## config.mk

```make
export PLATFORM = sky130hd
export DESIGN_NAME = wrr_client_mux
export DESIGN_NICKNAME = d
export VERILOG_FILES = /design/src/rtl/wrr_pkg.sv /design/src/rtl/chan_fifo.sv /design/src/rtl/wrr_client_mux.sv
export SDC_FILE = /design/constraint.sdc
export NUM_CORES = 1
export LEC_CHECK = 0
export CAP_MARGIN = 20
export CORE_MARGIN = 10
export CORE_UTILIZATION = 47
export CTS_CLUSTER_SIZE = 28
export DETAILED_ROUTE_END_ITERATION = 10
export DONT_BUFFER_PORTS = 1
export SYNTH_ARGS = -nofsm -noshare
export SYNTH_HDL_FRONTEND = slang
export SYNTH_SLANG_ARGS = --single-unit
```

## constraint.sdc

```tcl
create_clock -name clk -period 3.38 [get_ports clk]
set_clock_uncertainty 0.2 [all_clocks]
set_input_delay 0.845 -clock clk [delete_from_list [all_inputs] [get_ports clk]]
set_output_delay 0.845 -clock clk [all_outputs]
set_load 0.03 [all_outputs]
```

## src/rtl/wrr_pkg.sv

```systemverilog
// Shared defaults and error-flag bit positions for the weighted round-robin client mux and its arbiter.
`default_nettype none

package wrr_pkg;

  localparam int DEF_CHANNELS = 8;
  localparam int DEF_DWIDTH   = 32;
  localparam int DEF_DEPTH    = 4;

  localparam int ERR_OVERFLOW  = 0;
  localparam int ERR_BAD_GRANT = 1;

endpackage

`default_nettype wire

```

## src/rtl/chan_fifo.sv

```systemverilog
// Per-channel FIFO. The count is registered; a pop is honoured only when
// entries exist, and a push into a full FIFO is allowed when a pop happens in the same cycle.
`default_nettype none

module chan_fifo
  import wrr_pkg::*;
#(
  parameter int DWIDTH = DEF_DWIDTH,
  parameter int DEPTH  = DEF_DEPTH
) (
  input  logic                   clk,
  input  logic                   reset,
  input  logic                   push,
  input  logic [DWIDTH-1:0]      push_data,
  input  logic                   pop,
  output logic [DWIDTH-1:0]      head_data,
  output logic [$clog2(DEPTH):0] count
);

  localparam int PW = $clog2(DEPTH);
  localparam logic [PW:0] FULL_CNT = (PW+1)'(DEPTH);

  logic [DWIDTH-1:0] mem_q [DEPTH];
  logic [PW-1:0]     wr_ptr_q, rd_ptr_q;
  logic [PW:0]       count_q, count_d;
  logic              do_push, do_pop;

  assign do_pop  = pop && (count_q != '0);
  assign do_push = push && ((count_q != FULL_CNT) || do_pop);

  always_comb begin
    count_d = count_q;
    case ({do_push, do_pop})
      2'b10:   count_d = count_q + (PW+1)'(1);
      2'b01:   count_d = count_q - (PW+1)'(1);
      default: count_d = count_q;
    endcase
  end

  always_ff @(posedge clk or negedge reset) begin
    if (!reset) begin
      wr_ptr_q <= '0;
      rd_ptr_q <= '0;
      count_q  <= '0;
    end else begin
      if (do_push) wr_ptr_q <= wr_ptr_q + PW'(1);
      if (do_pop)  rd_ptr_q <= rd_ptr_q + PW'(1);
      count_q <= count_d;
    end
  end

  // Storage needs no reset: entries are only visible through the count.
  always_ff @(posedge clk) begin
    if (do_push) mem_q[wr_ptr_q] <= push_data;
  end

  assign head_data = mem_q[rd_ptr_q];
  assign count     = count_q;

endmodule

`default_nettype wire

```

## src/rtl/wrr_client_mux.sv

```systemverilog
// Per-channel FIFOs feeding a weighted round-robin arbiter; the granted head is moved
// into a single output register, with sticky overflow and bad-grant flags.
`default_nettype none

module wrr_client_mux
  import wrr_pkg::*;
#(
  parameter int CHANNELS = DEF_CHANNELS,
  parameter int DWIDTH   = DEF_DWIDTH,
  parameter int DEPTH    = DEF_DEPTH
) (
  input  logic                        clk,
  input  logic                        reset,
  input  logic [CHANNELS-1:0]         push,
  input  logic [CHANNELS*DWIDTH-1:0]  push_data,
  output logic [CHANNELS-1:0]         full,
  output logic [CHANNELS-1:0]         request,
  input  logic [CHANNELS-1:0]         grant,
  output logic                        out_valid,
  input  logic                        out_ready,
  output logic [DWIDTH-1:0]           out_data,
  output logic [$clog2(CHANNELS)-1:0] out_channel,
  output logic [1:0]                  err
);

  localparam int CHW = $clog2(CHANNELS);
  localparam int CW  = $clog2(DEPTH) + 1;

  logic [DWIDTH-1:0]   head_w  [CHANNELS];
  logic [CW-1:0]       count_w [CHANNELS];
  logic [CHANNELS-1:0] pop_w;
  logic                grant_onehot_w, grant_hit_w, stage_free_w;
  logic                do_pop_w, bad_grant_w, overflow_w;
  logic [DWIDTH-1:0]   sel_data_w;
  logic [CHW-1:0]      sel_chan_w;

  logic                out_valid_q;
  logic [DWIDTH-1:0]   out_data_q;
  logic [CHW-1:0]      out_channel_q;
  logic [1:0]          err_q;

  generate
    for (genvar i = 0; i < CHANNELS; i++) begin : g_chan
      chan_fifo #(
        .DWIDTH (DWIDTH),
        .DEPTH  (DEPTH)
      ) u_fifo (
        .clk       (clk),
        .reset     (reset),
        .push      (push[i]),
        .push_data (push_data[i*DWIDTH +: DWIDTH]),
        .pop       (pop_w[i]),
        .head_data (head_w[i]),
        .count     (count_w[i])
      );
      assign request[i] = (count_w[i] != '0);
      assign full[i]    = (count_w[i] == CW'(DEPTH));
      assign pop_w[i]   = grant[i] & do_pop_w;
    end
  endgenerate

  assign stage_free_w   = !out_valid_q || out_ready;
  assign grant_onehot_w = (grant != '0) && ((grant & (grant - CHANNELS'(1))) == '0);
  assign grant_hit_w    = |(grant & request);
  assign do_pop_w       = grant_onehot_w && grant_hit_w && stage_free_w;
  assign bad_grant_w    = (grant != '0) && !(grant_onehot_w && grant_hit_w);
  // A full channel that is popped this cycle accepts its push, so it is not an overflow.
  assign overflow_w     = |(push & full & ~pop_w);

  always_comb begin
    sel_data_w = '0;
    sel_chan_w = '0;
    for (int i = 0; i < CHANNELS; i++) begin
      if (grant[i]) begin
        sel_data_w = sel_data_w | head_w[i];
        sel_chan_w = sel_chan_w | CHW'(i);
      end
    end
  end

  always_ff @(posedge clk or negedge reset) begin
    if (!reset) begin
      out_valid_q   <= 1'b0;
      out_data_q    <= '0;
      out_channel_q <= '0;
      err_q         <= '0;
    end else begin
      if (stage_free_w) begin
        out_valid_q <= do_pop_w;
        if (do_pop_w) begin
          out_data_q    <= sel_data_w;
          out_channel_q <= sel_chan_w;
        end
      end
      if (overflow_w)  err_q[ERR_OVERFLOW]  <= 1'b1;
      if (bad_grant_w) err_q[ERR_BAD_GRANT] <= 1'b1;
    end
  end

  assign out_valid   = out_valid_q;
  assign out_data    = out_data_q;
  assign out_channel = out_channel_q;
  assign err         = err_q;

endmodule

`default_nettype wire

```

==> Word-level counts from Yosys, hierarchy flattened <==
Memories as Yosys holds them, arrays and structs flattened.
Cells that the tools add are included.
{ "word_totals": {"regBits": 94, "ram_bits": 1024, "memories": 8} }
{ "op_classes": {"addsub": 33, "n_eq_ne": 32, "muxes": 39, "bitwise": 20, "n_reduce_logical": 52} }
{ "memory_table": {"columns": ["memory", "depth", "width", "read_ports", "rd_clocked_by_memory_dff", "write_ports", "line", "rtl"], "rows": [
  ["g_chan[0].u_fifo.mem_q", 4, 32, 1, 0, 1, "chan_fifo.sv:23", "logic [DWIDTH-1:0] mem_q [DEPTH];"],
  ["g_chan[1].u_fifo.mem_q", 4, 32, 1, 0, 1, "chan_fifo.sv:23", null],
  ["g_chan[2].u_fifo.mem_q", 4, 32, 1, 0, 1, "chan_fifo.sv:23", null],
  ["g_chan[3].u_fifo.mem_q", 4, 32, 1, 0, 1, "chan_fifo.sv:23", null],
  ["g_chan[4].u_fifo.mem_q", 4, 32, 1, 0, 1, "chan_fifo.sv:23", null],
  ["g_chan[5].u_fifo.mem_q", 4, 32, 1, 0, 1, "chan_fifo.sv:23", null],
  ["2 more memories", null, null, null, null, null, null, null]
]} }
{ "ops": {"columns": ["cell", "count"], "rows": [
  ["two-way mux 32 bit", 8],
  ["bitwise OR 32 bit", 7],
  ["case mux 3 bit (2 select lines)", 8],
  ["adder 2 x 1 -> 2 bit, second input constant", 16],
  ["bitwise AND 8 bit", 4],
  ["adder 3 x 1 -> 3 bit, second input constant", 8],
  ["== test 3 bit, second input constant", 8],
  ["inequality test 3 bit, second input constant", 8],
  ["nonzero test 3 bit", 8],
  ["subtractor 3 x 1 -> 3 bit, second input constant", 8],
  ["logical AND 1 bit", 20],
  ["two-way mux 1 bit", 17],
  ["== test 2 x 1 -> 1 bit, second input constant", 8],
  ["== test 2 bit, second input constant", 8],
  ["nonzero test 2 bit", 8],
  ["OR reduction 8 bit", 2],
  ["two-way mux 3 bit", 4],
  ["logical OR 1 bit", 9],
  ["bitwise AND 1 bit", 8],
  ["zero test 8 bit", 1],
  ["NOT 8 bit", 1],
  ["nonzero test 8 bit", 1],
  ["subtractor 8 x 1 -> 8 bit, second input constant", 1],
  ["two-way mux 2 bit", 2],
  ["2 further kinds", 3]
]} }

==> Longest topological paths before layout <==
Gate-level depths: netlist of the first run.
An unclocked memory read counts as a cell.
{ "logic_depth": {"depth_word": 16, "ltp_mapped": 15, "ltp_nobuf": 13} }

==> Hierarchy <==
From an unflattened synthesis of the first run, not the netlist that was laid out.
{ "unflattened": {"hier_cells": 1999, "area_unflattened_um2": 43395.4} }
{ "modules_own_cells": {"columns": ["mod", "instances", "cells_per_inst", "area_per_inst_um2", "seq_area_each_um2"], "rows": [
  ["chan_fifo (g_chan[2].u_fifo ...)", 6, 204, 5024.8, 4018.9],
  ["chan_fifo (g_chan[1].u_fifo)", 1, 218, 5109.9, 4018.9],
  ["chan_fifo (g_chan[0].u_fifo)", 1, 204, 5041.1, 4018.9],
  ["wrr_client_mux", 1, 353, 3095.5, 950.9]
]} }

==> Worst setup path before layout of the first run <==
OpenSTA, ideal clock, no wires.
{ "synth_timing": {"path_type": "input to register", "start": "input port grant[0]", "end": "memory g_chan[0].u_fifo.mem_q[0][0] (netlist bit) (enable)", "arrival_ns": 3.243, "t_required_ns": 2.788, "setup_slack_ns": -0.455, "stages": 9, "path_buffers": 2, "path_cell_list": "buf_2 or2_1 xnor2_1 and3_1 o21ai_2 buf_6 nor2_1 o21a_1 and2_1"} }
{ "synth_between": {"elab_chain_len": 12, "word_cells_on_any_way": 15, "classes_between": "add/sub (1); mux (2); bitwise (3); reduce/logical (9)"} }
{ "synth_lines": {"columns": ["item", "line", "rtl"], "rows": [
  ["from (decl)", "wrr_client_mux.sv:18", "input logic [CHANNELS-1:0] grant,"],
  ["subtractor 8 x 1 -> 8 bit", "wrr_client_mux.sv:63", "assign grant_onehot_w = (grant != '0) && ((grant & (grant - CHANNELS'(1))) == '0);"],
  ["bitwise AND 8 bit", "wrr_client_mux.sv:63", null],
  ["zero test 8 bit", "wrr_client_mux.sv:63", null],
  ["logical AND 1 bit", "wrr_client_mux.sv:63", null],
  ["logical AND 1 bit (2 in series)", "wrr_client_mux.sv:65", "assign do_pop_w = grant_onehot_w && grant_hit_w && stage_free_w;"],
  ["bitwise AND 1 bit *", "wrr_client_mux.sv:58", "assign pop_w[i] = grant[i] & do_pop_w;"],
  ["logical AND 1 bit *", "chan_fifo.sv:28", "assign do_pop = pop && (count_q != '0);"],
  ["logical OR 1 bit *", "chan_fifo.sv:29", "assign do_push = push && ((count_q != FULL_CNT) || do_pop);"],
  ["logical AND 1 bit *", "chan_fifo.sv:29", null],
  ["two-way mux 1 bit *", "chan_fifo.sv:54", "if (do_push) mem_q[wr_ptr_q] <= push_data;"],
  ["two-way mux 1 bit (implied by the code) *", "chan_fifo.sv:54", null],
  ["to (decl)", "chan_fifo.sv:23", null]
]} }
Every way passes the cells marked *; elsewhere a longest branch is shown, timed or not.

==> Worst setup path in the final report of the first run <==
{ "layout_timing": {"start": "register g_chan[6].u_fifo.count_q[0]", "end": "memory g_chan[2].u_fifo.mem_q[3][8] (netlist bit) (enable)"} }
{ "layout_between": {"elab_chain_len": 11} }
{ "layout_lines": {"columns": ["item", "line", "rtl"], "rows": [
  ["from (decl)", "chan_fifo.sv:25", "logic [PW:0] count_q, count_d;"],
  ["from (signal assigned)", "chan_fifo.sv:48", "count_q <= count_d;"],
  ["nonzero test 3 bit", "wrr_client_mux.sv:56", "assign request[i] = (count_w[i] != '0);"],
  ["bitwise AND 8 bit", "wrr_client_mux.sv:64", "assign grant_hit_w = |(grant & request);"],
  ["OR reduction 8 bit", "wrr_client_mux.sv:64", null],
  ["logical AND 1 bit (2 in series)", "wrr_client_mux.sv:65", null],
  ["bitwise AND 1 bit", "wrr_client_mux.sv:58", null],
  ["logical AND 1 bit", "chan_fifo.sv:28", null],
  ["logical OR 1 bit", "chan_fifo.sv:29", null],
  ["logical AND 1 bit", "chan_fifo.sv:29", null],
  ["two-way mux 1 bit", "chan_fifo.sv:54", null],
  ["two-way mux 1 bit (implied by the code)", "chan_fifo.sv:54", null],
  ["to (decl)", "chan_fifo.sv:23", null]
]} }
Every way passes these cells.

==> flow_metrics.tcl, run 1 <==
set metrics [dict create \
    antenna_found_initial 5 \
    cts_max_path_buffers 3 \
    power_density_mw_per_mm2 840 \
    cts.clk_slew.worst_paths_ps 60 \
    final_cell_mix "edfxtp_1, mux4_2, a22oi_1" \
    syn_to_final_growth_pct 15.7 \
    synth-edff-count 1024 \
    fin_crit_ps 3030 \
    status "finished, final reports clean" \
    hold_buffers 2 \
    grt_pass1_vias 22000 \
    synth_mux_area_frac 0.136 \
    insertion_delay_ps 690 \
    synthCells 2073 \
    cp_data_arrival_time_ps 3260 \
    die-area_sq_mm 0.105 \
    drc 0 \
    synth_area_per_cell_sq_um 21.0 \
    cts_buffers 112 \
    cp-start-kind "flip-flop" \
    first_pass_iters 6 \
    fin_hold_ws_ps 47.9 \
    timing.final.crit_share 0.895 \
    crit_required_ps 3610 \
    clock-root-buffer "clkbuf_16" \
    synth_top_family_by_area "multiplexers" \
    ys.flop_type "edfxtp_1" \
    drive_gt1_frac 0.278 \
    synth_compound_area_frac 0.0401 \
    numPlacedInstances 3313 \
    synth_seq_cells 1118 \
    worstSetupEndpointType "flip-flop" \
    post-cts-setup-buffers 0 \
    std_cell_rows 111 \
    io_buffer_count 0 \
    hold_violations 0 \
    max_freq_mhz 330 \
    tightest_slew_ps 917 \
    yosys.area.top_type_share 0.707 \
    r2r_slack_ps 350 \
    coreArea_sq_mm 0.0917 \
    via_per_inst 6.09 \
    cap_violations 0 \
    grt_pass1_wl_um 169000 \
    fin_cells 3532 \
    postLayoutCoreUtil 0.548 \
    setup_viol 0 \
    cts_htree_levels 3 \
    hold_class "input port to flip-flop" \
    synth_xor_xnor_area_share 0.00685 \
    wl_per_cell_um 34.0 \
    antenna_left 0 \
    tritoncts "yes" \
    place_congestion 0.857 \
    die-height_um 324 \
    netlist_area_sq_mm 0.0435 \
    wirelength_um 120000 \
    start_util 0.474 \
    synth_seq_area_share 0.762 \
    first_iter_violations 2309 \
    path_max_fanout 7 \
    clock-sinks 1118 \
    die_width_um 324 \
    synthSimpleGateAreaFrac 0.0279 \
    finalMaxSlewViolations 0 \
    leakage_nw 16.5 \
    nets 2559 \
    grt_start_max_net_pins 95 \
    slew_headroom 0.383 \
    rsz0062_at_grt "no" \
    tns_ps 0 \
    via_count 21500 \
    grt_util_all_layers 0.231 \
    critical_path_class "flip-flop to flip-flop" \
    yosysWarningCount 0 \
    synthAdderAreaFrac 0.0132 \
    async_flop_share 0.0841 \
    final_common_cell "edfxtp_1" \
    fillCellCount 6879 \
    synth_area_leaders "edfxtp_1, mux4_2, dfrtp_1, a22oi_1, ha_1" \
    synth_fp_nets 2389 \
    ir_drop_mv 0.487 \
    cts_resized 0 \
    place.detailed.hpwl_um 88000 \
    ios 329 \
    yosysUniqueCellTypes 67 \
    yosys.area.top_type "edfxtp_1" \
    grt_overflow 0 \
]
[per-stage QoR]
| stage | total power, mW | worst slack [ps] | instance area [sq um] |
|---|---|---|---|
| after detailed placement | 30.4 | -144 | 46600 |
| after global placement | 30.1 | -86.9 | 46600 |
| after CTS | 42.6 | 382 | 50300 |
| final | 42.2 | 353 | 50300 |
| after global routing | 43.9 | 229 | 50300 |
| after floorplan | 25.5 | -228 | 43500 |
[worst paths after layout]
kind,startpoint,end,cells after the start
min,push_data[109],g_chan[3].u_fifo.mem_q[1][13],0
min reg2reg,g_chan[1].u_fifo.count[2],g_chan[1].u_fifo.count[2],1
min in group asynchronous,reset,out_data[6],2
max reg2reg,g_chan[6].u_fifo.count[0],g_chan[2].u_fifo.mem_q[3][8],9
max in group asynchronous,reset,g_chan[4].u_fifo.rd_ptr_q[0],2
max,g_chan[6].u_fifo.count[0],g_chan[2].u_fifo.mem_q[3][8],9
[synth_stat cells (5+ instances only)]
cell type  instances
and3_1            17
ha_1              33
xnor2_1           24
edfxtp_1        1024
nor2_1            57
a21oi_1           46
mux2_1             5
o211ai_1           5
nand2_1           32
inv_1             50
buf_1             10
nor3_1            10
and4_1            34
o31ai_1            9
and2_1            27
nand4_1            5
mux2i_1            5
clkbuf_1          75
or3_1              7
xor2_1            10
o21ai_0           14
buf_2             21
dfrtp_1           94
a22oi_1          130
fa_1               8
mux4_2           256
[metal layers]
metal / vias up / routed length (um) / GRT usage
met3: 141 / 16100 / 0.105
met4: 0 / 3100 / 0.0644
met1: 11400 / 44100 / 0.288
met5: - / 0 / 0
met2: 986 / 56900 / 0.361
li1: 8968 / - / -
[cell type report]
class	instances	area, sq um	share of cell area
flip-flops and latches	1118	33100	0.659
multi-input cells	796	9820	0.195
well taps	1186	1480	0.0295
inverters	50	188	0.00373
clock inverters	62	514	0.0102
clock buffers	150	3130	0.0622
repair buffers	165	2010	0.0400
diodes	5	12.5	0.000249
[report_power, final]
| part | internal [mW] | switching, mW | leakage, nW |
|---|---|---|---|
| Sequential | 18.2 | 1.54 | 10.5 |
| Combinational | 4.49 | 5.84 | 4.21 |
| Clock | 7.09 | 5.08 | 1.80 |
| Total | 29.8 | 12.4 | 16.5 |
[kinds of logic (layout without fill, tap and decap cells)]
group	Yosys count	after routing
mux	268	268
simple gates	213	213
fa+ha+maj	41	41
xor+xnor	34	34
buf+inv	159	427
flops	1118	1118
compound gates	240	240
other cells	0	5
[state kept, by name, summed over array words and instances, names as in the netlist]
| signal | flops |
|---|---|
| g_chan.u_fifo.wr_ptr_q | 16 |
| out_channel | 3 |
| g_chan.u_fifo.mem_q | 1024 |
| err | 2 |
| out_valid | 1 |
| g_chan.u_fifo.rd_ptr_q | 16 |
| out_data | 32 |
| g_chan.u_fifo.count | 24 |
[critical path, stage by stage, from the launching register on]
cell	delay [ps]
dfrtp_1	430
o31ai_1	670
nand4_1	260
nor2_1	190
buf_4	200
o31a_1	200
nor2b_1	100
buf_4	160
and2_4	190
buf_4	180
(Power assumes the default switching activity.)
==> run 2: changes to the inputs <==
--- a/config.mk
+++ b/config.mk
@@ -7,7 +7,7 @@
 export LEC_CHECK = 0
 export CAP_MARGIN = 20
 export CORE_MARGIN = 10
-export CORE_UTILIZATION = 47
+export CORE_UTILIZATION = 25
 export CTS_CLUSTER_SIZE = 28
 export DETAILED_ROUTE_END_ITERATION = 10
 export DONT_BUFFER_PORTS = 1
==> run 2 against run 1 <==
Core utilization shrank 23 points. Worst setup slack got worse by 90 ps. Critical path depth shrank 2. Total power is 3.0% higher. Cell area rose by 8.2%. Die area up 82%. Routed wire length is 15% higher. Clock power up 4%. Cell count up 40%. Largest power group unchanged.
==> flow_metrics.tcl, run 2 (same netlist as run 1, synthesis figures left out) <==
set metrics [dict create \
    nets 2808 \
    std_cell_rows 152 \
    grt_util_all_layers 0.141 \
    hold_violations 0 \
    slew_headroom 0.474 \
    tightest_slew_ps 782 \
    ios 329 \
    status "finished, final reports clean" \
    drc 0 \
    leakage_nw 17.5 \
    syn_to_final_growth_pct 25.1 \
    coreArea_sq_mm 0.172 \
    critical_path_class "flip-flop to flip-flop" \
    grt_pass1_vias 22900 \
    io_buffer_count 0 \
    crit_required_ps 3610 \
    tritoncts "yes" \
    power_density_mw_per_mm2 799 \
    largest_register_ffs 1024 \
    worstSetupEndpointType "flip-flop" \
    final_common_cell "edfxtp_1" \
    first_pass_iters 6 \
    grt_overflow 0 \
    fin_hold_ws_ps 45.3 \
    hold_class "input port to flip-flop" \
    hold_start "push_data[54]" \
    timing.final.crit_share 0.922 \
    clock-root-buffer "clkbuf_16" \
    start_util 0.252 \
    multi_input_area_sq_mm 0.00982 \
    cts_buffers 111 \
    antenna_left 0 \
    place_congestion 0.851 \
    first_iter_violations 2001 \
    fin_area_sq_mm 0.0544 \
    place.detailed.hpwl_um 105000 \
    setup_viol 0 \
    rsz0062_at_grt "no" \
    max_freq_mhz 321 \
    clock-sinks 1118 \
    cts_max_path_buffers 3 \
    cp-start-kind "flip-flop" \
    die_width_um 437 \
    cts_htree_levels 3 \
    die-area_sq_mm 0.191 \
    ir_drop_mv 0.507 \
    cts.clk_slew.worst_paths_ps 60 \
    die-height_um 437 \
    path_max_fanout 32 \
    via_per_inst 4.62 \
    wirelength_um 139000 \
    fin_crit_ps 3120 \
    insertion_delay_ps 710 \
    final_cell_mix "edfxtp_1, mux4_2, dlygate4sd3_1" \
    r2r_slack_ps 260 \
    top_register "g_chan.u_fifo.mem_q" \
    wl_per_cell_um 28.1 \
    fillCellCount 16600 \
    antenna_found_initial 96 \
    cp_data_arrival_time_ps 3340 \
    cp-startpoint "g_chan[2].u_fifo.count[1]" \
    drive_gt1_frac 0.252 \
    r2r-start "g_chan[2].u_fifo.count[1]" \
    grt_start_max_net_pins 95 \
    placed_cell_area_sq_mm 0.0480 \
    postLayoutCoreUtil 0.316 \
    via_count 22800 \
    ff_latch_area_sq_mm 0.0331 \
    grt_pass1_wl_um 189000 \
    finalMaxSlewViolations 0 \
    cap_violations 0 \
]
-- run 2: changes by cell type in the layout (fill, tap and decap cells not counted), sizes merged --
cell,change
clkinv,-3
clkinvlp,+6
diode,+28
dlygate4sd3,+255
bufinv,+8
buf,-5
clkbuf,-13
inv,-4
-- run 2: layout make-up --
class                   count  area share
diodes                     33     0.00152
repair buffers            415      0.0835
clock inverters            69      0.0144
flip-flops and latches   1118       0.609
clock buffers             137      0.0545
well taps                2310      0.0531
multi-input cells         796       0.181
inverters                  50     0.00345
-- run 2: worst max-delay path, cell delays in order, from the launching register on --
cell     delay (ps)
dfrtp_1         420
o31ai_1         700
nand4_1         190
nor2_1          420
o21ai_1         240
buf_4           210
and3_2          220
buf_12          170
-- run 2: final timing paths --
kind,to,cells after the start
hold reg to reg,g_chan[7].u_fifo.count[2],1
hold / removal,g_chan[1].u_fifo.mem_q[3][22],0
max in group asynchronous,g_chan[1].u_fifo.rd_ptr_q[0],2
min in group asynchronous,g_chan[4].u_fifo.rd_ptr_q[0],2
setup reg to reg,g_chan[4].u_fifo.mem_q[1][1],7
setup / recovery,g_chan[4].u_fifo.mem_q[1][1],7
-- run 2: report_power, final --
part | internal (mW) | total, mW | leakage, nW | switching [mW]
registers | 18.2 | 19.9 | 10.5 | 1.72
clock network | 7.43 | 12.7 | 1.82 | 5.26
logic | 4.68 | 10.9 | 5.25 | 6.18
-- run 2: timing repair --
item                        CTS  global route
resized for setup             0             1
hold buffers                257             0
hold endpoints to repair   1100             0
setup endpoints to repair     0             1
buffers inserted              0             0
-- run 2: layer usage --
layer,share of wire,track usage,vias to the layer above
met1,0.36,0.158,12000
met4,0.064,0.0726,40
met3,0.062,0.0324,355
met5,0.0018,0,-
met2,0.51,0.248,884
li1,-,-,9495
-- run 2: stage by stage --
stage	power [mW]	cells	setup TNS (ps)	setup slack, ps
after CTS	43.9	4895	0	123
after global routing	45.1	4914	0	74.4
after detailed placement	30.8	4432	-2710	-67.1
after global placement	30.6	4432	-93.0	-78.0
final	43.5	4928	0	264
after floorplan	25.5	2073	-371	-228
